File: src/rtl/reg_dump_pkg.sv
// Shared types and default sizing for the register-file dump reader.
package reg_dump_pkg;
  localparam int NUM_REGS = 32;
  localparam int ADDR_W   = 5;
  localparam int DATA_W   = 32;

  typedef enum logic [2:0] {
    S_IDLE   = 3'd0,
    S_READ   = 3'd1,
    S_SEND_A = 3'd2,
    S_SEND_B = 3'd3,
    S_DONE   = 3'd4
  } state_t;
endpackage

File: src/rtl/reg_file_dump.sv
// Walks the register file two words at a time through its async read ports
// and streams every register out over valid/ready, ending with a done pulse.
module reg_file_dump
  import reg_dump_pkg::*;
#(
  parameter int NUM_REGS = reg_dump_pkg::NUM_REGS,
  parameter int ADDR_W   = reg_dump_pkg::ADDR_W,
  parameter int DATA_W   = reg_dump_pkg::DATA_W
) (
  input  logic              clka,
  input  logic              rsta_n,
  input  logic              start,
  output logic [ADDR_W-1:0] raddra,
  output logic [ADDR_W-1:0] raddrb,
  input  logic [DATA_W-1:0] douta,
  input  logic [DATA_W-1:0] doutb,
  output logic              m_valid,
  input  logic              m_ready,
  output logic [DATA_W-1:0] m_data,
  output logic [ADDR_W-1:0] m_addr,
  output logic              m_last,
  output logic              busy,
  output logic              done
);

  localparam logic [ADDR_W-1:0] LAST_ADDR = ADDR_W'(NUM_REGS - 1);

  state_t            state;
  logic [ADDR_W-1:0] ptr;
  logic [ADDR_W-1:0] ptr_odd;
  logic [DATA_W-1:0] buf_a;
  logic [DATA_W-1:0] buf_b;
  logic              hs;
  logic              pair_last;

  assign ptr_odd   = ptr + ADDR_W'(1);
  assign hs        = m_valid & m_ready;
  assign pair_last = (ptr_odd == LAST_ADDR);

  // Address pins always follow ptr so the file output is ready on the READ edge.
  assign raddra = ptr;
  assign raddrb = ptr_odd;

  always_ff @(posedge clka or negedge rsta_n) begin
    if (!rsta_n) begin
      state <= S_IDLE;
      ptr   <= '0;
      buf_a <= '0;
      buf_b <= '0;
    end else begin
      case (state)
        S_IDLE: begin
          ptr <= '0;
          if (start) state <= S_READ;
        end
        S_READ: begin
          buf_a <= douta;
          buf_b <= doutb;
          state <= S_SEND_A;
        end
        S_SEND_A: if (hs) state <= S_SEND_B;
        S_SEND_B: begin
          if (hs) begin
            if (pair_last) begin
              state <= S_DONE;
            end else begin
              ptr   <= ptr + ADDR_W'(2);
              state <= S_READ;
            end
          end
        end
        S_DONE:  state <= S_IDLE;
        default: state <= S_IDLE;
      endcase
    end
  end

  // Outputs decode straight from state so an async reset clears them at once.
  always_comb begin
    m_valid = 1'b0;
    m_data  = '0;
    m_addr  = '0;
    m_last  = 1'b0;
    case (state)
      S_SEND_A: begin
        m_valid = 1'b1;
        m_data  = buf_a;
        m_addr  = ptr;
      end
      S_SEND_B: begin
        m_valid = 1'b1;
        m_data  = buf_b;
        m_addr  = ptr_odd;
        m_last  = pair_last;
      end
      default: ;
    endcase
  end

  assign busy = (state != S_IDLE);
  assign done = (state == S_DONE);

endmodule

File: config.mk
export PLATFORM = sky130hd
export DESIGN_NAME = reg_file_dump
export DESIGN_NICKNAME = d
export VERILOG_FILES = /design/src/rtl/reg_dump_pkg.sv /design/src/rtl/reg_file_dump.sv
export SDC_FILE = /design/constraint.sdc
export NUM_CORES = 1
export LEC_CHECK = 0
export ABC_CLOCK_PERIOD_IN_PS = 1700
export BUFFER_PORTS_ARGS = -buffer_cell sky130_fd_sc_hd__buf_4
export CAP_MARGIN = 20
export CORE_MARGIN = 2
export CORE_UTILIZATION = 50
export CTS_CLUSTER_SIZE = 12
export DETAILED_ROUTE_END_ITERATION = 8
export GPL_TIMING_DRIVEN = 0
export HOLD_SLACK_MARGIN = 0.08
export PLACE_DENSITY = 0.85
export REMOVE_ABC_BUFFERS = 1
export SLEW_MARGIN = 30
export SYNTH_ARGS = -nofsm -noshare
export SYNTH_HDL_FRONTEND = slang
export SYNTH_SLANG_ARGS = --single-unit
File: constraint.sdc
create_clock -name clka -period 1.7 [get_ports clka]
set_input_delay 0.255 -clock clka [delete_from_list [all_inputs] [get_ports clka]]
set_output_delay 0.255 -clock clka [all_outputs]
set_load 0.1 [all_outputs]
### Yosys cells after proc, flatten, opt, wreduce, memory -nomap -nowiden

Cells that the tools add are included.

| storage, ports and cells | value |
|---|---|
| bits in registers | 72 |

| operators by class | value |
|---|---|
| reduce and logical (&&, ||, !) cells | 6 |
| equality and inequality tests | 9 |
| multiplexer cells | 12 |
| bitwise logic cells | 1 |
| $add $sub $neg | 2 |

Operators by type and width:

| kind | number |
|---|---|
| one-hot mux 32 bit (2 select lines) | 1 |
| one-hot mux 5 bit (2 select lines) | 2 |
| 2-to-1 mux 3 bit | 4 |
| one-hot mux 3 bit (4 select lines) | 1 |
| 2-to-1 mux 5 bit | 2 |
| != test 2 bit (second input constant) | 4 |
| == test 3 x 2 -> 1 bit (second input constant) | 2 |
| AND reduction 3 bit | 2 |
| adder 5 x 1 -> 5 bit (second input constant) | 1 |
| adder 5 x 2 -> 5 bit (second input constant) | 1 |
| == test 5 bit (second input constant) | 1 |
| == test 3 x 1 -> 1 bit (second input constant) | 1 |
| == test 3 bit (second input constant) | 1 |
| zero test 3 bit | 1 |
| nonzero test 3 bit | 1 |
| 2-to-1 mux 1 bit | 2 |
| nonzero test 2 bit | 1 |
| OR reduction 2 bit | 1 |
| AND 1 bit | 1 |

### Depth between registers and ports, before layout

Gate-level depths: netlist (run 1).

| depth | value |
|---|---|
| depth in word-level cells | 6 |
| mapped depth | 6 |
| depth with buffers taken out | 4 |

### Least setup slack after synthesis (run 1)

Ideal clock, no wire load.

| timing | value |
|---|---|
| path kind | register to output |
| start point | reg state[2] |
| end point | out m_last |
| data arrival time | 2931 ps |
| buffers on the path | 2 |
| stages on the path, launching flop included | 7 |
| setup slack | -1486 ps |
| cells stage by stage | dfrtp_1 -> buf_2 -> nand2b_1 -> clkbuf_1 -> inv_1 -> nand2_1 -> nor2_1 |

| on the way | value |
|---|---|
| longest elaborated chain between the ends | 2 |

Ends and longest elaborated chain:

| item | RTL line | RTL |
|---|---|---|
| start: declaration | reg_file_dump.sv:28 | `state_t state;` |
| start signal: assignment | reg_file_dump.sv:46 | `state <= S_IDLE;` |
| start signal: assignment | reg_file_dump.sv:54 | `if (start) state <= S_READ;` |
| start signal: assignment | reg_file_dump.sv:59 | `state <= S_SEND_A;` |
| == test 3 x 2 -> 1 bit | reg_file_dump.sv:84 | `case (state)` |
| 2-to-1 mux 1 bit | reg_file_dump.sv:84 |  |
| end: declaration | reg_file_dump.sv:21 | `output logic m_last,` |

No other way between the ends.

### Worst setup path in the final report (run 1)

| timing | value |
|---|---|
| start point | reg state[0] |
| end point | out busy |

| on the way | value |
|---|---|
| longest elaborated chain between the ends | 1 |

Ends and longest elaborated chain:

| item | RTL line | RTL |
|---|---|---|
| nonzero test 3 bit | reg_file_dump.sv:100 | `assign busy = (state != S_IDLE);` |
| end: declaration | reg_file_dump.sv:22 | `output logic busy,` |

No other way between the ends.

==> out/metrics.cfg, run 1 <==
[worst_hold_path]
hold_class=in2reg
min-delay-start=douta[6]
hold_end=buf_a[6]$_DFFE_PN0P_
hold_path_depth=2

[final_layout]
drive_gt1_frac=0.579
fin_cells=471
most-common-layout-cells=86 x buf_4, 68 x dfrtp_1, 59 x mux2_2
areaGrowthSynthToFinish_pct=46.7
final_common_cell=buf_4
nets=458
diodes=0
utilization=0.766
nFillCells=393
final_area_um2=4890

[floorplan]
die_h_um=85.6
start_util=0.522
core_region_area_um2=6390
io_pins=119
rows=29
die_w_um=85.6
die_area_um2=7340

[detailed_routing]
ant_nets=0
dr.pass1.iters=4
vias=2558
viasPerCell=5.43
routed_wl_mm=8.78
drc=0
drt-initial-drc-count=50
wire_per_inst_um=18.6

[clock_network]
clk_pin_slew_ns=0.08
clkLatencyLatePin_ns=0.34
clock_sinks=71
cts_tree=done
htreeDepth=3
cts_buffers=9
ctsLongestPathBuffers=2
clock-root-buffer=clkbuf_8

[place]
pre_cts_slack_ns=-0.742
gp_congestion=0.740
dp_hpwl_mm=4.88
dp.cells=439
portBuffers=116
detailed_place.area_um2=4260

[sta]
finalCriticalPeriod_ns=1.89
finalHoldViolCount=0
tightestPinTransition_ns=0.626
period_share=1.11
skew_ns=0.00968
worst_slack_ns=-0.189
max_clock_freq_mhz=529
drv_slew=0
relSlewSlack=0.583
finalSetupViolCount=63
rsz0062_at_grt=true

[worst_setup_path]
crit_required_ns=1.44
crit_fanout=10
start_kind=flip-flop
r2r_end=buf_b[11]$_DFFE_PN0P_
rrSetupSlack_ns=-0.03
worstSetupEndpointType=primary output
r2r_cells=6
cp_data_arrival_time_ns=1.63
criticalPathCategory=reg2out
reg2reg_from=state[0]$_DFFE_PN0P_

[global_routing]
grt_max_degree=72
grt_pass1_wl_mm=12.9
antenna_found_initial=0
grt_pass1_vias=2630
overflow=0
track_usage=0.229

[job]
maxCapViolCount=0

[yosys]
synth-seq-cells=71
synth_warnings=0
yosys.area.top_type=dfrtp_1
synth.avg_cell_area_um2=12.7
async_flop_share=1.00
synth_ff_type=dfrtp_1
syn_area_um2=3330
synth_top_area_frac=0.533
synth_edf_count=0
syn-instance-count=262
synthDistinctLibCells=30
yosys-top-cells-area=dfrtp_1 53%, mux2_2 20%, mux2i_1 9.6%
ys_seq_area_frac=0.533

[outcome]
status=finished, violations left
violations=setup timing

-- routing by layer --
| layer | GRT usage | vias to the layer above | part of all wire |
|---|---|---|---|
| met4 | 0.102 | 0 | 0.022 |
| met1 | 0.295 | 1247 | 0.40 |
| met3 | 0.0577 | 25 | 0.079 |
| li1 | - | 1158 | - |
| met2 | 0.367 | 128 | 0.50 |
| met5 | 0 | - | 0 |
-- cells in the mapped netlist (all sizes together) (2+ instances only) --
| cell | count |
|---|---|
| conb | 2 |
| a21oi | 2 |
| dfrtp | 71 |
| mux2 | 64 |
| clkbuf | 6 |
| inv | 4 |
| nor3 | 6 |
| nor2 | 38 |
| mux2i | 32 |
| nand2 | 2 |
| and2 | 5 |
| buf | 16 |
-- through the flow --
step	setup TNS, ns	hold slack, ns
2_1_floorplan	-187.00	-0.0406
3_3_place_gp	-248.66	0.435
3_5_place_dp	-34.12	0.432
4_1_cts	-4.12	0.116
5_1_grt	-9.85	0.124
6_report	-5.21	0.128
-- worst max-delay path by stage --
stage                    startpoint  slack, ns                    end
6_report       state[0]$_DFFE_PN0P_      -0.19                   busy
5_1_grt        state[0]$_DFFE_PN0P_      -0.28                   busy
4_1_cts        state[0]$_DFFE_PN0P_      -0.13             m_data[13]
3_5_place_dp   state[0]$_DFFE_PN0P_      -0.74  buf_a[25]$_DFFE_PN0P_
3_3_place_gp   state[0]$_DFFE_PN0P_      -3.17   buf_b[2]$_DFFE_PN0P_
2_1_floorplan  state[0]$_DFFE_PN0P_      -2.01   buf_a[0]$_DFFE_PN0P_
-- worst max-delay path, stage by stage, from the launching register on --
cell     delay, ns
dfrtp_4       0.57
buf_12        0.19
nor3_2        0.24
inv_1         0.10
buf_6         0.20
-- cell families after synthesis --
| group | after synthesis | share of synthesized area |
|---|---|---|
| multiplexers | 96 | 0.312 |
| flip-flops | 71 | 0.533 |
| AND/OR/NAND/NOR | 57 | 0.0796 |
| buffers and inverters | 26 | 0.0495 |
| AO/OA/AOI/OAI | 9 | 0.0195 |
| other | 2 | 0.00225 |
| adder cells (fa/ha/maj) | 1 | 0.00375 |
-- sequential cells by signal, indices dropped and copies added, names as in the netlist --
signal / count
state: 3
buf_b: 32
raddra: 4
buf_a: 32
-- repair_timing --
item,in CTS,in global routing
gates resized for setup,46,32
gates cloned,0,1
hold buffers,1,0
pin swaps,5,4
hold endpoints to repair,71,0
setup endpoints to repair,105,76
buffers inserted,14,2
-- layout make-up --
type	count	area (µm²)	share of cell area
tap	77	96.3	0.0197
inverter	4	17.5	0.00358
sequential	71	1780	0.365
clock buffer	10	138	0.0281
multi-input combinational	165	1430	0.292
timing repair buffer	138	1370	0.280
clock inverter	6	60.1	0.0123
Power of run 1 is left out: the tool's default activity adds up to more than one toggle a clock period on the data nets, which glitch-free logic cannot reach.
==> run 2, diff against run 1 <==
--- a/config.mk
+++ b/config.mk
@@ -16,6 +16,7 @@
 export HOLD_SLACK_MARGIN = 0.08
 export PLACE_DENSITY = 0.85
 export REMOVE_ABC_BUFFERS = 1
+export SETUP_SLACK_MARGIN = 0.15
 export SLEW_MARGIN = 30
 export SYNTH_ARGS = -nofsm -noshare
 export SYNTH_HDL_FRONTEND = slang
==> run 2 against run 1 <==
  * The run still ends with setup timing left
  * Worst setup slack got worse by 0.0068 ns
  * Global-route usage up 0.78 points
  * Register-to-register slack got worse by 0.15 ns
  * Routed wire length fell by 0.41%
  * Core utilization up 0.98 points
==> out/metrics.cfg, run 2 (synthesis gave the netlist of run 1 again) <==
[sta]
rsz0062_at_grt=true
worst_slack_ns=-0.196
skew_ns=0.0107
finalHoldViolCount=0
finalCriticalPeriod_ns=1.90
max_clock_freq_mhz=528
relSlewSlack=0.577
tightestPinTransition_ns=0.634
finalSetupViolCount=66
period_share=1.12
drv_slew=0

[global_routing]
track_usage=0.237
grt_pass1_vias=2667
overflow=0
grt_max_degree=72
grt_pass1_wl_mm=13.3
antenna_found_initial=0

[floorplan]
die_w_um=85.6
core_region_area_um2=6390
io_pins=119
rows=29
die_area_um2=7340
die_h_um=85.6
start_util=0.522

[worst_hold_path]
hold_end=buf_a[6]$_DFFE_PN0P_
hold_path_depth=2
min-delay-start=douta[6]
hold_class=in2reg

[detailed_routing]
dr.pass1.iters=4
wire_per_inst_um=18.5
vias=2541
routed_wl_mm=8.75
ant_nets=0
drc=0
drt-initial-drc-count=124
viasPerCell=5.38

[clock_network]
clock_sinks=71
cts_tree=done
htreeDepth=3
cts_buffers=9
clock-root-buffer=clkbuf_8
ctsLongestPathBuffers=2
clk_pin_slew_ns=0.08
clkLatencyLatePin_ns=0.34

[worst_setup_path]
reg2reg_from=state[0]$_DFFE_PN0P_
worstSetupEndpointType=primary output
worst-path-stages=4
crit_required_ns=1.44
rrSetupSlack_ns=-0.18
cpPeakStageDelay_ns=0.57
r2r_end=buf_b[14]$_DFFE_PN0P_
criticalPathCategory=reg2out
crit_chain=buf_4, mux2i_1, nor2_1, buf_6
cp_data_arrival_time_ns=1.64
r2r_cells=6
path_buf_inv=2
crit_fanout=9
cp_slowest_cell=dfrtp_4
start_kind=flip-flop
cpLargestDelayFamily=flip-flops

[final_layout]
drive_gt1_frac=0.585
final_area_um2=4950
fin_cells=472
nFillCells=394
nets=459
most-common-layout-cells=84 x buf_4, 68 x dfrtp_1, 59 x mux2_2
diodes=0
areaGrowthSynthToFinish_pct=48.6
final_common_cell=buf_4

[outcome]
violations=setup timing
status=finished, violations left

[place]
gp_congestion=0.740
portBuffers=116
detailed_place.area_um2=4260
dp.cells=439
dp_hpwl_mm=4.88

[job]
maxCapViolCount=0

[run 2: cell types whose count changed in the layout (fill, tap and decap cells not counted), sizes merged]
cell	before	now
clkbuf	11	12
[run 2: how the worst max path moves through the flow]
stage	to	slack, ns	from
final	m_data[13]	-0.20	state[0]$_DFFE_PN0P_
after global routing	buf_b[14]$_DFFE_PN0P_	-0.24	state[0]$_DFFE_PN0P_
after CTS	m_data[13]	-0.13	state[0]$_DFFE_PN0P_
after detailed placement	buf_a[25]$_DFFE_PN0P_	-0.74	state[0]$_DFFE_PN0P_
after global placement	buf_b[2]$_DFFE_PN0P_	-3.17	state[0]$_DFFE_PN0P_
after floorplan	buf_a[0]$_DFFE_PN0P_	-2.01	state[0]$_DFFE_PN0P_
[run 2: worst register-to-register path, stage by stage, from the launching register on]
cell	delay, ns
dfrtp_4	0.53
inv_1	0.13
nor3_4	0.27
buf_4	0.16
buf_8	0.15
buf_12	0.16
mux2_2	0.36
[run 2: per-stage QoR]
step                      setup WS, ns  utilization  setup TNS [ns]  hold slack [ns]
after floorplan                  -2.01            -         -187.00          -0.0406
after global placement           -3.17        0.650         -248.66            0.435
after detailed placement        -0.742        0.666          -34.12            0.432
after CTS                       -0.134        0.758           -5.16            0.116
after global routing            -0.243        0.776          -14.21            0.125
final                           -0.196        0.776           -8.81            0.127
[run 2: final cells by class]
type / instances / area [µm²] / share of cell area
Sequential cell: 71 / 1780 / 0.360
Multi-Input combinational cell: 165 / 1450 / 0.292
Timing Repair Buffer: 139 / 1410 / 0.285
Clock buffer: 10 / 138 / 0.0278
Tap cell: 77 / 96.3 / 0.0194
Clock inverter: 6 / 60.1 / 0.0121
Inverter: 4 / 17.5 / 0.00354
[run 2: layer usage]
layer	track usage	wire length, µm
met1	0.295	3550
met2	0.394	4410
met3	0.0558	539
met4	0.107	240
met5	0	0
[run 2: what timing repair did]
action | in CTS | in global routing
cloned | 0 | 2
buffers inserted | 13 | 1
hold buffers | 1 | 0
resized for setup | 72 | 13
hold endpoints to repair | 71 | 0
endpoints found under the setup margin | 108 | 106
pin swaps | 5 | 2
Power of run 2 is left out for the same reason.
==> run 3, diff against run 2 <==
--- a/config.mk
+++ b/config.mk
@@ -8,6 +8,7 @@
 export ABC_CLOCK_PERIOD_IN_PS = 1700
 export BUFFER_PORTS_ARGS = -buffer_cell sky130_fd_sc_hd__buf_4
 export CAP_MARGIN = 20
+export CORE_ASPECT_RATIO = 1.2
 export CORE_MARGIN = 2
 export CORE_UTILIZATION = 50
 export CTS_CLUSTER_SIZE = 12
==> run 3 against run 2 <==
  * Sequential share of layout area shrank 0.10 points
  * Critical endpoint is now buf_b[3]$_DFFE_PN0P_
  * The run still ends with setup timing left
  * Clock skew shrank 0.0011 ns
  * Routed wire length shrank 6.7%
==> out/metrics.cfg, run 3 (synthesis gave the netlist of run 1 again) <==
[clock_network]
clock_sinks=71
htreeDepth=3
clk_pin_slew_ns=0.07
ctsLongestPathBuffers=2
clkLatencyLatePin_ns=0.32
cts_buffers=9
cts_tree=done
clock-root-buffer=clkbuf_8

[global_routing]
grt_pass1_wl_mm=12.5
track_usage=0.222
overflow=0
grt_pass1_vias=2509
grt_max_degree=72
antenna_found_initial=0

[place]
gp_congestion=0.801
dp_hpwl_mm=4.73
portBuffers=116
detailed_place.area_um2=4250
dp.cells=446

[floorplan]
die_h_um=93.4
rows=32
die_w_um=78.5
die_area_um2=7340
io_pins=119
start_util=0.517
core_region_area_um2=6450

[final_layout]
most-common-layout-cells=82 x buf_4, 68 x dfrtp_1, 59 x mux2_2
areaGrowthSynthToFinish_pct=49.0
diodes=0
drive_gt1_frac=0.592
nets=456
fin_cells=475
final_area_um2=4970
utilization=0.771
nFillCells=416
final_common_cell=buf_4

[sta]
max_clock_freq_mhz=544
skew_ns=0.00951
worst_slack_ns=-0.139
relSlewSlack=0.572
tightestPinTransition_ns=0.642
fin_setup_tns_ns=-7.85
finalHoldViolCount=0
drv_slew=0
finalSetupViolCount=101
finalCriticalPeriod_ns=1.84
period_share=1.08
rsz0062_at_grt=true

[worst_setup_path]
cp_data_arrival_time_ns=2.04
setup.worst_path.start=state[0]$_DFFE_PN0P_
crit_fanout=10
crit_required_ns=1.91
criticalPathCategory=reg2reg
start_kind=flip-flop
reg2reg_from=state[0]$_DFFE_PN0P_
worstSetupEndpointType=flip-flop
rrSetupSlack_ns=-0.14

[detailed_routing]
viasPerCell=5.23
drt-initial-drc-count=97
drc=0
ant_nets=0
dr.pass1.iters=4
wire_per_inst_um=17.2
routed_wl_mm=8.16
vias=2483

[outcome]
violations=setup timing
status=finished, violations left

[worst_hold_path]
min-delay-start=douta[5]
hold_class=in2reg

[job]
maxCapViolCount=0

## run 3: worst paths after layout
kind,cells past startpoint,end
max,6,buf_b[3]$_DFFE_PN0P_
min,2,buf_a[5]$_DFFE_PN0P_
max reg2reg,6,buf_b[3]$_DFFE_PN0P_
min reg2reg,1,buf_a[3]$_DFFE_PN0P_
max in group asynchronous,2,state[2]$_DFFE_PN0P_
min in group asynchronous,2,buf_b[2]$_DFFE_PN0P_
## run 3: final cells by class
| class | instances | area [µm²] | area share |
|---|---|---|---|
| clock buffers | 13 | 169 | 0.0340 |
| inverters | 4 | 27.5 | 0.00554 |
| repair buffers | 136 | 1400 | 0.282 |
| multi-input cells | 165 | 1470 | 0.297 |
| well taps | 85 | 106 | 0.0214 |
| clock inverters | 1 | 5.00 | 0.00101 |
| flip-flops and latches | 71 | 1780 | 0.359 |
## run 3: timing repair
action	CTS	global route
gates cloned	0	2
buffers inserted	11	1
endpoints found under the hold margin	8	0
gates resized for setup	77	25
hold buffers	1	0
setup endpoints to repair	109	106
pin swaps	3	2
## run 3: metrics by stage
step / hold WS (ns) / setup slack, ns
after CTS: 0.131 / -0.118
after detailed placement: 0.437 / -0.842
after floorplan: -0.0406 / -2.01
after global placement: 0.424 / -3.16
final: 0.151 / -0.139
after global routing: 0.134 / -0.187
## run 3: critical path, stage by stage, from the launching register on
cell	delay (ns)
dfrtp_4	0.47
buf_8	0.19
inv_1	0.10
nor3_4	0.24
buf_4	0.18
buf_4	0.19
mux2_2	0.36
## run 3: routing by layer
| metal | track usage | wire, µm |
|---|---|---|
| met2 | 0.387 | 4340 |
| met3 | 0.0521 | 454 |
| met1 | 0.271 | 3330 |
| met5 | 0 | 0 |
| met4 | 0.0702 | 30 |
Power of run 3 is left out for the same reason.
